**src/rtl/mem_access_unit.sv**
```systemverilog
// Load/store access unit: maps datapath byte/half/word requests onto a
// word-wide memory port with lane enables, a wait-state timeout and load extension.
module mem_access_unit #(
   parameter int TIMEOUT = 16
) (
   input  logic        clk,
   input  logic        reset,
   input  logic        start,
   input  logic        is_store,
   input  logic [2:0]  mem_select,
   input  logic [31:0] addr,
   input  logic [31:0] wdata,
   output logic        busy,
   output logic        done,
   output logic [31:0] rdata,
   output logic        err,
   output logic        mem_req,
   output logic        mem_we,
   output logic [31:0] mem_addr,
   output logic [3:0]  mem_be,
   output logic [31:0] mem_wdata,
   input  logic        mem_ack,
   input  logic [31:0] mem_rdata
);

   localparam int CNT_W = (TIMEOUT > 1) ? $clog2(TIMEOUT) : 1;
   localparam logic [1:0] SZ_BYTE = 2'd0;
   localparam logic [1:0] SZ_HALF = 2'd1;
   localparam logic [1:0] SZ_WORD = 2'd2;

   typedef enum logic [1:0] {S_IDLE, S_REQ, S_DONE, S_ERR} state_t;

   state_t           state, state_nxt;
   logic             store_q, signed_q;
   logic [1:0]       size_q, lane_q;
   logic [3:0]       be_q;
   logic [CNT_W-1:0] wait_cnt;
   logic             accept, illegal, timeout;
   logic [3:0]       be_calc;
   logic [31:0]      wdata_calc, load_ext;
   logic [7:0]       byte_lane;
   logic [15:0]      half_lane;

   assign accept  = (state == S_IDLE) && start;
   assign timeout = (wait_cnt == CNT_W'(TIMEOUT - 1));

   // Legality, lane enables and replicated store data from the raw request.
   always_comb begin
      // NOTE: every combinational output gets a default first so no path can infer a latch.
      illegal    = 1'b0;
      be_calc    = 4'b1111;
      wdata_calc = wdata;
      case (mem_select[1:0])
         SZ_BYTE: begin
            be_calc    = 4'b0001 << addr[1:0];
            wdata_calc = {4{wdata[7:0]}};
         end
         SZ_HALF: begin
            illegal    = addr[0];
            be_calc    = addr[1] ? 4'b1100 : 4'b0011;
            wdata_calc = {2{wdata[15:0]}};
         end
         SZ_WORD: illegal = |addr[1:0];
         default: illegal = 1'b1;
      endcase
   end

   always_comb begin
      byte_lane = mem_rdata[{lane_q, 3'b000} +: 8];
      half_lane = mem_rdata[{lane_q[1], 4'b0000} +: 16];
      case (size_q)
         SZ_BYTE: load_ext = {{24{signed_q & byte_lane[7]}}, byte_lane};
         SZ_HALF: load_ext = {{16{signed_q & half_lane[15]}}, half_lane};
         default: load_ext = mem_rdata;
      endcase
   end

   always_ff @(posedge clk or negedge reset) begin
      // NOTE: sequential state uses non-blocking assignments so every flop samples pre-edge values.
      if (!reset) state <= S_IDLE;
      else        state <= state_nxt;
   end

   always_comb begin
      state_nxt = state;
      busy      = (state != S_IDLE);
      done      = 1'b0;
      err       = 1'b0;
      mem_req   = 1'b0;
      mem_we    = 1'b0;
      mem_be    = 4'b0000;
      case (state)
         S_IDLE: if (start) state_nxt = illegal ? S_ERR : S_REQ;
         S_REQ: begin
            mem_req = 1'b1;
            mem_we  = store_q;
            mem_be  = be_q;
            // An ack on the last allowed cycle still wins over the timeout.
            if (mem_ack)      state_nxt = S_DONE;
            else if (timeout) state_nxt = S_ERR;
         end
         S_DONE: begin
            done      = 1'b1;
            state_nxt = S_IDLE;
         end
         default: begin
            done      = 1'b1;
            err       = 1'b1;
            state_nxt = S_IDLE;
         end
      endcase
   end

   always_ff @(posedge clk or negedge reset) begin
      if (!reset) begin
         store_q   <= 1'b0;
         signed_q  <= 1'b0;
         size_q    <= 2'd0;
         lane_q    <= 2'd0;
         be_q      <= 4'b0000;
         mem_addr  <= 32'h0;
         mem_wdata <= 32'h0;
         rdata     <= 32'h0;
         wait_cnt  <= '0;
      end else begin
         if (accept) begin
            store_q   <= is_store;
            signed_q  <= mem_select[2];
            size_q    <= mem_select[1:0];
            lane_q    <= addr[1:0];
            be_q      <= be_calc;
            mem_addr  <= {addr[31:2], 2'b00};
            mem_wdata <= wdata_calc;
         end
         if (state == S_REQ && mem_ack && !store_q) rdata <= load_ext;
         // Held at zero outside REQ, so it is clear on every entry.
         if (state != S_REQ) wait_cnt <= '0;
         else if (!mem_ack)  wait_cnt <= wait_cnt + 1'b1;
      end
   end

endmodule

```
**config.mk**
```make
export PLATFORM = sky130hd
export DESIGN_NAME = mem_access_unit
export DESIGN_NICKNAME = d
export VERILOG_FILES = /design/src/rtl/mem_access_unit.sv
export SDC_FILE = /design/constraint.sdc
export NUM_CORES = 1
export LEC_CHECK = 0
export ABC_AREA = 0
export BUFFER_PORTS_ARGS = -buffer_cell sky130_fd_sc_hd__buf_2
export CAP_MARGIN = 20
export CELL_PAD_IN_SITES_DETAIL_PLACEMENT = 1
export CELL_PAD_IN_SITES_GLOBAL_PLACEMENT = 1
export CORE_UTILIZATION = 35
export DETAILED_ROUTE_END_ITERATION = 10
export GPL_ROUTABILITY_DRIVEN = 0
export PLACE_DENSITY_LB_ADDON = 0.1
export SYNTH_ARGS = -nofsm -noshare
export SYNTH_HDL_FRONTEND = slang
export SYNTH_SLANG_ARGS = --single-unit
```
**constraint.sdc**
```tcl
create_clock -name clk -period 2.2 [get_ports clk]
set_input_delay 0.44 -clock clk [delete_from_list [all_inputs] [get_ports clk]]
set_output_delay 0.44 -clock clk [all_outputs]
set_load 0.02 [all_outputs]
```
After elaboration in Yosys (flattened, before gate mapping)
Index checks and enable logic that the tools add are counted.

cells by class
  bitwise operators = 2
  add/subtract/negate cells = 1
  equal/unequal tests = 10
  reduce and logical (&&, ||, !) cells = 12
  multiplexer cells = 17
  shift-type cells = 3

operator list
  cell                   number
  $pmux W32 S2           2
  $shiftx A32 B6 Y16     1
  $shiftx A32 B6 Y8      1
  $mux W4                4
  $mux W2                4
  $pmux W4 S2            1
  $eq A2 B1 Y1 const B   3
  $logic_not A2 Y1       3
  $add A4 B1 Y4 const B  1
  $eq A2 B2 Y1 const B   2
  $eq A4 B4 Y1 const B   1
  $mux W1                4
  $ne A2 B1 Y1 const B   2
  $pmux W2 S2            1
  $reduce_or A2 Y1       2
  $shl A1 B2 Y4 const A  1
  $logic_and A1 B1 Y1    3
  $ne A3 B3 Y1 const B   1
  $pmux W1 S3            1
  $reduce_or A3 Y1       1
  $and A1 B1 Y1          2
  $ne A2 B2 Y1 const B   1
  $reduce_and A2 Y1      1
  $reduce_bool A2 Y1     1
  $logic_not A1 Y1       1

storage, ports and cells
  bits in registers = 110
  input port bits = 104
  output and inout port bits = 105
  logic and storage cells = 55

Longest topological paths before layout
Gate-level depths: netlist (run 1).

  word-level depth = 5
  mapped depth = 6
  mapped depth without buffers = 5

Worst setup path before layout (run 1)
Ideal clock, no wire load.

  path kind = reg2reg
  start = register state[1]
  end = register rdata[12]
  required time = 2.071 ns
  buffers on the path = 1
  setup slack = 0.547 ns
  period minus slack after synthesis = 1.653 ns
  cell stages (with the launch flop) = 7
  library setup time = 0.129 ns
  data arrival time = 1.524 ns
  path through = dfrtp_1 > nand2b_1 > inv_1 > nand3b_2 > buf_2 > a221oi_1 > nand2_1

between the ends
  longest elaborated chain between the ends = 3

RTL lines
  what                               RTL line  source
  start, declared                    33        state_t state, state_nxt;
  start signal, assigned             81        else state <= state_nxt;
  $eq A2 B1 Y1                       135       if (state == S_REQ && mem_ack && !store_q) rdata <= load_ext;
  $logic_and A1 B1 Y1 (2 in series)  135
  end signal, assigned               135
  end, declared                      15        output logic [31:0] rdata,

No other way between the ends.
A chain may end at the register's enable or synchronous reset.

Worst setup path after layout (run 1)
  start = register state[1]
  end = output mem_be[3]

between the ends
  longest elaborated chain between the ends = 2

RTL lines
  what           RTL line  source
  $eq A2 B1 Y1   92        case (state)
  $mux W4        92
  end, declared  20        output logic [3:0] mem_be,

No other way between the ends.

==> impl_metrics.yaml, run 1 <==
route:
  route.detailed.drc: 0
  vias: 4700
  viasPerCell: 5.038
  drtAntennaViolNets: 0
  finalWirelength_mm: 15.71
  first_iter_violations: 186
  avgRoutedWirePerCell_um: 16.83
  first_pass_iters: 4
power:
  p_sw_frac: 0.4360
  pwr_density_cell_nw_per_um2: 1499
  power_switching_uw: 4351
  p_int_uw: 5630
  clockPowerShare: 0.180
  p_leak_uw: 0.003553
  peakVddDrop_mv: 0.6324
  power_frac_seq: 0.354
  p_comb_frac: 0.466
grt:
  grt_use_total: 0.2171
  antenna_found_initial: 1
  overflow: 0
  grt_pass1_wl_mm: 25.23
  grt_max_degree: 79
  grt_pass1_vias: 5023
clock_tree:
  cts.clk_slew.worst_paths_ps: 70
  cts_resized: 0
  cts_hold_buf: 0
  clkSinkCount: 110
  clock_latency_ps: 350
  h-tree-depth: 3
  cts_tree: "built"
  clockRootBuffer: "clkbuf_16"
  cts_setup_buffers: 0
  clk_path_buf_depth: 2
  numCtsBuffers: 9
yosys:
  synth_edf_count: 0
  synth_seq_cells: 110
  syn_area_um2: 5136
  ys.warnings.count: 0
  synth.most_common_cell: "nand2_1"
  netlist_top_cells_count: "nand2_1, dfrtp_1, a21oi_1, nor2_1"
  synth_ff_type: "dfrtp_1"
  synth_cell_types: 38
  synthTopCellsByArea: "dfrtp_1, nand2_1, mux2i_1"
  synth_top_area_cell: "dfrtp_1"
  synth-seq-area-share: 0.5359
  synth_top_area_share: 0.5359
  synth_cells: 558
  async_flop_share: 1.000
  syn_area_per_cell_um2: 9.205
timing:
  relSlewSlack: 0.6433
  finalCritPeriodShare: 0.9097
  timing.fmax_mhz: 499.7
  setup_violations: 0
  rsz0062_at_grt: "false"
  min_period_ps: 2001
  fin_skew_ps: 5.017
  tightest_slew_ps: 532.7
  hold_viol: 0
  slew_violations: 0
  fin_setup_tns_ps: 0
  fin_ws_ps: 198.6
job:
  maxCapViolations: 0
setup_path:
  crit_type: "flip-flop to output port"
  reg2reg_slack_ps: 370
  cp.arrival_ps: 1560
  timing.rr.end: "rdata[11]$_DFFE_PN0P_"
  rr_startpoint: "state[1]$_DFFE_PN0P_"
  critPathCaptureType: "output port"
  crit_required_ps: 1760
  crit_fanout: 7
  start_kind: "flip-flop"
  reg2reg_depth: 6
die:
  die_h_um: 123.1
  initial_core_util: 0.3644
  ioPinCount: 209
  rows: 43
  fp.coreArea_um2: 14100
  fp.dieW_um: 123.1
  dieArea_um2: 15160
placed_design:
  dp_hpwl_mm: 11.56
  io_buffer_count: 206
  pre_cts_slack_ps: 336.0
layout:
  drive_above_1_share: 0.3333
  antennaDiodeCount: 0
  syn2layout_area_growth_pct: 29.65
  final_nets: 854
outcome:
  status: "completed"
min_path:
  hp-class: "input port to asynchronous set/reset pin"
## worst max path at each step
stage	from	endpoint	cells past startpoint
after floorplan	state[1]$_DFFE_PN0P_	rdata[12]$_DFFE_PN0P_	6
after global placement	mem_rdata[31]	rdata[30]$_DFFE_PN0P_	4
after detailed placement	mem_rdata[31]	rdata[17]$_DFFE_PN0P_	4
after CTS	state[1]$_DFFE_PN0P_	mem_be[2]	4
after global routing	state[1]$_DFFE_PN0P_	mem_be[2]	4
final	state[1]$_DFFE_PN0P_	mem_be[3]	4
## kinds of logic (layout without fill, tap and decap cells)
kind of cell	Yosys count	count (layout)	synth area share
adders and majority gates	1	1	0.002436
muxes	41	41	0.08405
xor gates and xnor gates	3	3	0.005117
buffers and inverters	47	241	0.04287
DFF	110	110	0.5359
other	1	2	0.0007301
and+or+nand+nor	239	239	0.1920
AOI/OAI and AO/OA	116	116	0.1369
## state kept, by name, summed over array words and instances (netlist names)
register,cells
size_q,2
wait_cnt,4
mem_addr,30
mem_wdata,32
state,2
rdata,32
be_q,4
store_q,1
signed_q,1
lane_q,2
## layout by cell type (no fill, tap or decap), types with 8 or more instances in the layout
cell,count
buf_2,205
buf_4,13
nor2_1,41
a21oi_1,43
dfrtp_1,110
a31oi_1,12
clkbuf_16,9
mux2i_1,33
and3_1,8
o21ai_0,33
nand2_1,169
## final cells by class
class | instances | area, µm²
Clock buffer | 12 | 256.5
Clock inverter | 3 | 67.56
Fill cell | 1743 | 7437
Inverter | 6 | 22.52
Multi-Input combinational cell | 402 | 2171
Sequential cell | 110 | 2753
Tap cell | 180 | 225.2
Timing Repair Buffer | 220 | 1164
## critical path, stage by stage (launching register included)
cell      delay (ps)
dfrtp_1          420
nand2b_1         240
inv_1            220
and2_1           160
buf_2            170
## power by group through the flow
stage               Sequential, µW  Combinational, µW  Clock, µW
finish                        3540               4650       1800
global placement              3520               4590          0
floorplan                     4510               2060          0
global route                  3670               5140       1910
detailed placement            3570               4710          0
CTS                           3550               4730       1860
## layer usage
layer,share of wire,up-vias,track usage
met5,0,-,0
met4,0.017,0,0.06250
met3,0.081,19,0.08072
met2,0.49,143,0.3736
met1,0.41,2295,0.2513
li1,-,2243,-
## metrics by stage
stage | total power, µW | hold WS (ps) | cell area (µm²) | instances | utilization
6_report | 9981 | 53.97 | 6659 | 933 | 0.4724
5_1_grt | 10720 | 80.55 | 6659 | 933 | 0.4724
4_1_cts | 10140 | 68.85 | 6659 | 933 | 0.4724
3_5_place_dp | 8284 | 451.7 | 6335 | 918 | 0.4494
3_3_place_gp | 8113 | 441.9 | 6335 | 918 | 0.4494
2_1_floorplan | 6576 | 144.4 | 5140 | 559 | -
Power figures use the tool's default switching activity.
==> run 2: changes to the inputs <==
--- a/config.mk
+++ b/config.mk
@@ -10,6 +10,7 @@
 export CAP_MARGIN = 20
 export CELL_PAD_IN_SITES_DETAIL_PLACEMENT = 1
 export CELL_PAD_IN_SITES_GLOBAL_PLACEMENT = 1
+export CORE_ASPECT_RATIO = 0.75
 export CORE_UTILIZATION = 35
 export DETAILED_ROUTE_END_ITERATION = 10
 export GPL_ROUTABILITY_DRIVEN = 0
==> run 2 against run 1 <==
Power down 0.71%. Fmax down 0.87%. Setup slack worse by 18 ps. Critical path type unchanged. First-iteration DRC count grew 1.6%. Routed wire length is 2.6% higher. Count of clock-buffer cells in the layout up 1. Global-route usage is 0.13 points higher. Flip-flop and latch count stayed put. Die area about the same. Sequential power about the same. Clock skew is essentially flat. Combinational power grew 1%.
==> impl_metrics.yaml, run 2 (synthesis gave the netlist of run 1 again) <==
outcome:
  status: "completed"
clock_tree:
  numCtsBuffers: 9
  h-tree-depth: 3
  clockRootBuffer: "clkbuf_16"
  cts.clk_slew.worst_paths_ps: 70
  clock_latency_ps: 340
  cts_tree: "built"
  clk_path_buf_depth: 2
  clkSinkCount: 110
  cts_setup_buffers: 0
job:
  maxCapViolations: 0
timing:
  setup_violations: 0
  relSlewSlack: 0.6071
  slew_violations: 0
  finalCritPeriodShare: 0.9177
  whs_ps: 282.1
  fin_setup_tns_ps: 0
  rsz0062_at_grt: "false"
  timing.fmax_mhz: 495.3
  fin_skew_ps: 4.687
  min_period_ps: 2019
  tightest_slew_ps: 586.8
  hold_viol: 0
layout:
  largest_registers: "mem_wdata: 32 flops, rdata: 32 flops, mem_addr: 30 flops"
  final_nets: 852
  mostFrequentLayoutCells: "buf_2, nand2_1, dfrtp_1"
  antennaDiodeCount: 0
  syn2layout_area_growth_pct: 29.84
  drive_above_1_share: 0.3285
  stdcell_count: 947
  final_common_cell: "buf_2"
  n_fill_cell: 1710
placed_design:
  io_buffer_count: 206
  dp_hpwl_mm: 12.14
  dp.cells: 930
grt:
  grt_use_met2: 0.3494
  overflow: 0
  busiest_layer: "met2"
  grt_pass1_vias: 4871
  antenna_found_initial: 0
  grtUsageMet3: 0.06655
  grtUsageMet1: 0.2895
  grt_pass1_wl_mm: 25.79
  grt_max_degree: 70
  grt_use_total: 0.2185
die:
  dieArea_um2: 15170
  initial_core_util: 0.3662
  ioPinCount: 209
  fp.dieW_um: 141.9
  rows: 37
  die_h_um: 106.9
  fp.coreArea_um2: 14030
setup_path:
  crit_type: "flip-flop to output port"
  start_kind: "flip-flop"
  cp.arrival_ps: 1580
  timing.rr.end: "rdata[14]$_DFFE_PN0P_"
  rr_startpoint: "state[1]$_DFFE_PN0P_"
  reg2reg_depth: 5
  crit_required_ps: 1760
  reg2reg_slack_ps: 350
  critPathCaptureType: "output port"
  crit_fanout: 7
min_path:
  hp-start: "addr[15]"
  min_to: "mem_addr[15]$_DFFE_PN0P_"
  hold_path_depth: 3
  hp-class: "input port to flip-flop"
route:
  drtAntennaViolNets: 0
  first_pass_iters: 4
  route.detailed.drc: 0
  avgRoutedWirePerCell_um: 17.03
  finalWirelength_mm: 16.12
  viasPerCell: 4.931
  first_iter_violations: 189
  vias: 4670
power:
  pwr_density_cell_nw_per_um2: 1486
  p_leak_uw: 0.003551
  peakVddDrop_mv: 0.6095
## run 2: cell types whose count changed in the layout (fill, tap and decap cells not counted)
cell / previous run / this run
clkbuf_1: 1 / 3
buf_12: 2 / 4
clkbuf_8: 2 / 1
nand3b_2: 1 / 0
dlygate4sd3_1: 0 / 1
clkinvlp_4: 1 / 0
clkinv_4: 0 / 1
clkinv_2: 0 / 1
bufinv_16: 2 / 1
nand3b_4: 0 / 1
buf_4: 13 / 8
## run 2: through the flow
stage	power (µW)	area [µm²]	util	setup WS, ps
after floorplan	6576	5140	-	547.2
after global placement	8166	6356	0.4531	308.9
after detailed placement	8350	6356	0.4531	164.0
after CTS	10040	6660	0.4748	147.0
after global routing	10620	6669	0.4754	61.66
final	9910	6669	0.4754	181.0
## run 2: worst max-delay path, cell delays in order, from the launching register on
cell	delay, ps
dfrtp_1	440
nand2b_1	250
inv_1	210
and2_1	170
buf_2	160
## run 2: area by class of cell
class	instances	area, µm²	share of cell area
Clock buffer	13	250.2	0.03752
Clock inverter	3	43.79	0.006567
Inverter	6	22.52	0.003377
Multi-Input combinational cell	402	2180	0.3268
Sequential cell	110	2753	0.4128
Tap cell	195	244.0	0.03659
Timing Repair Buffer	218	1176	0.1764
## run 2: worst max path at each step
stage | slack, ps | endpoint | start | cells after the start
after detailed placement | 160 | rdata[14]$_DFFE_PN0P_ | state[1]$_DFFE_PN0P_ | 5
after floorplan | 550 | rdata[12]$_DFFE_PN0P_ | state[1]$_DFFE_PN0P_ | 6
after CTS | 150 | rdata[14]$_DFFE_PN0P_ | state[1]$_DFFE_PN0P_ | 5
final | 180 | mem_we | state[1]$_DFFE_PN0P_ | 4
after global placement | 310 | rdata[10]$_DFFE_PN0P_ | state[1]$_DFFE_PN0P_ | 5
after global routing | 60 | mem_we | state[1]$_DFFE_PN0P_ | 4
## run 2: where the power goes
part           switching (µW)  internal [µW]
Clock                     721            917
Sequential                592           2970
Combinational            3090           1620
## run 2: routing by layer
layer / vias to the layer above / part of all wire
met5: - / 0
met4: 0 / 0.011
met3: 14 / 0.065
met2: 134 / 0.46
met1: 2280 / 0.47
li1: 2242 / -
## run 2: what timing repair did
action,CTS,global route
resized for setup,0,1
hold buffers,1,0
hold endpoints to repair,9,0
endpoints found under the setup margin,0,5
==> run 3: changes to the inputs <==
--- a/config.mk
+++ b/config.mk
@@ -15,6 +15,7 @@
 export DETAILED_ROUTE_END_ITERATION = 10
 export GPL_ROUTABILITY_DRIVEN = 0
 export PLACE_DENSITY_LB_ADDON = 0.1
+export SETUP_SLACK_MARGIN = 0.5
 export SYNTH_ARGS = -nofsm -noshare
 export SYNTH_HDL_FRONTEND = slang
 export SYNTH_SLANG_ARGS = --single-unit
==> run 3 against run 2 <==
Flip-flop and latch count unchanged. Largest power group unchanged. Die area unchanged. Fmax up 16%. Combinational power up 8.1%. First-iteration DRC count down 4.2%. Highest routed layer unchanged. Routed wire length up 3.3%. Sequential share of layout area down 1.3 points. Global-route usage up 0.37 points. Power up 4.5%. Sequential power up 1%. Register-to-register slack better by 210 ps. Critical path depth unchanged.
==> impl_metrics.yaml, run 3 (synthesis gave the netlist of run 1 again) <==
setup_path:
  crit_path_top_delay_cell: "dfrtp_2"
  crit_fanout: 7
  reg2reg_slack_ps: 560
  crit_path_max_incr_delay_ps: 440
  crit_type: "flip-flop to output port"
  timing.rr.end: "rdata[1]$_DFFE_PN0P_"
  crit_required_ps: 1760
  critPathCaptureType: "output port"
  worstSetupEndpoint: "mem_be[0]"
  cp.arrival_ps: 1300
  reg2reg_depth: 5
  rr_startpoint: "size_q[0]$_DFFE_PN0P_"
  crit_path_start: "state[1]$_DFFE_PN0P_"
  critical_path.cell_chain: "nand2b_4 > inv_6 > and2_4 > buf_6"
  start_kind: "flip-flop"
layout:
  syn2layout_area_growth_pct: 34.13
  mostFrequentLayoutCells: "buf_2, nand2_1, dfrtp_1"
  largest_registers: "mem_wdata: 32 flops, rdata: 32 flops, mem_addr: 30 flops"
  drive_above_1_share: 0.3583
  postLayoutCellArea_um2: 6889
  antennaDiodeCount: 0
  final_common_cell: "buf_2"
  final_nets: 862
timing:
  min_period_ps: 1737
  relSlewSlack: 0.6625
  timing.fmax_mhz: 575.8
  fin_skew_ps: 4.586
  fin_setup_tns_ps: 0
  whs_ps: 281.7
  tightest_slew_ps: 505.7
  hold_viol: 0
  setup_violations: 0
  finalCritPeriodShare: 0.7894
  slew_violations: 0
  fin_ws_ps: 463.4
  rsz0062_at_grt: "true"
power:
  p_comb_frac: 0.492
  p_sw_frac: 0.4407
  p_int_uw: 5790
  power.total_uw: 10350
  p_leak_uw: 0.003635
  power_frac_seq: 0.349
  power_switching_uw: 4562
  pwr_density_cell_nw_per_um2: 1503
  peakVddDrop_mv: 0.6087
  clockPowerShare: 0.159
min_path:
  hp-class: "input port to flip-flop"
route:
  vias: 4745
  viasPerCell: 4.958
  avgRoutedWirePerCell_um: 17.40
  finalWirelength_mm: 16.66
  route.detailed.drc: 0
  drtAntennaViolNets: 0
  first_pass_iters: 4
  first_iter_violations: 181
die:
  ioPinCount: 209
  dieArea_um2: 15170
  rows: 37
  fp.coreArea_um2: 14030
  initial_core_util: 0.3662
  fp.dieW_um: 141.9
  die_h_um: 106.9
grt:
  grt_max_degree: 70
  overflow: 0
  grt_pass1_vias: 4945
  antenna_found_initial: 0
  grt_use_total: 0.2222
  grt_pass1_wl_mm: 26.26
placed_design:
  placed_area_um2: 6356
  io_buffer_count: 206
  pre_cts_slack_ps: 164.0
  dp_hpwl_mm: 12.14
job:
  maxCapViolations: 0
clock_tree:
  clockRootBuffer: "clkbuf_16"
  h-tree-depth: 3
  cts.clk_slew.worst_paths_ps: 70
  clock_latency_ps: 340
  numCtsBuffers: 9
  clkSinkCount: 110
  clk_path_buf_depth: 2
  cts_tree: "built"
outcome:
  status: "completed"
[run 3: changes by cell type in the layout (fill, tap and decap cells not counted), moves of 5 or more]
cell / before / now
buf_2: 205 / 198
and2_1: 7 / 2
buf_4: 8 / 14
and2_4: 0 / 6
buf_6: 0 / 8
[run 3: stage by stage]
step	util	std cells
2_1_floorplan	-	559
3_3_place_gp	0.4531	930
3_5_place_dp	0.4531	930
4_1_cts	0.4840	954
5_1_grt	0.4911	957
6_report	0.4911	957
[run 3: metal layers]
| layer | vias to the layer above | routed length, µm | GRT usage |
|---|---|---|---|
| li1 | 2264 | - | - |
| met5 | - | 0 | 0 |
| met3 | 18 | 1198 | 0.06789 |
| met1 | 2316 | 7562 | 0.2906 |
| met4 | 0 | 230 | 0.05223 |
| met2 | 147 | 7664 | 0.3603 |
[run 3: cell type report]
class	count	area, µm²
clock inverters	3	43.79
fillers	1695	7138
well taps	195	244.0
flip-flops and latches	110	2756
multi-input cells	403	2251
repair buffers	227	1316
clock buffers	13	250.2
inverters	6	27.53
[run 3: what timing repair did]
| action | CTS | global route |
|---|---|---|
| pin swaps | 1 | 3 |
| buffers inserted | 7 | 2 |
| hold buffers | 1 | 0 |
| setup endpoints to repair | 30 | 72 |
| hold endpoints to repair | 9 | 0 |
| gates resized for setup | 20 | 23 |
| gates cloned | 0 | 1 |
[run 3: worst min path at each step]
stage	from	endpoint	cells past startpoint
2_1_floorplan	reset	be_q[0]$_DFFE_PN0P_	0
4_1_cts	addr[9]	mem_addr[9]$_DFFE_PN0P_	3
6_report	addr[15]	mem_addr[15]$_DFFE_PN0P_	3
5_1_grt	addr[13]	mem_addr[13]$_DFFE_PN0P_	3
3_3_place_gp	reset	mem_addr[9]$_DFFE_PN0P_	1
3_5_place_dp	reset	mem_addr[8]$_DFFE_PN0P_	1
[run 3: critical path, delay by kind of cell (launching register included)]
kind                   cells  cell delay, ps
buffers and inverters      2             190
flip-flops                 1             440
AND/OR/NAND/NOR            2             310
[run 3: power groups by stage]
stage	registers, µW	clock network (µW)	logic, µW
floorplan	4510	0	2060
global placement	3540	0	4620
detailed placement	3590	0	4760
CTS	3580	1700	4970
global route	3740	1760	5560
finish	3610	1650	5090
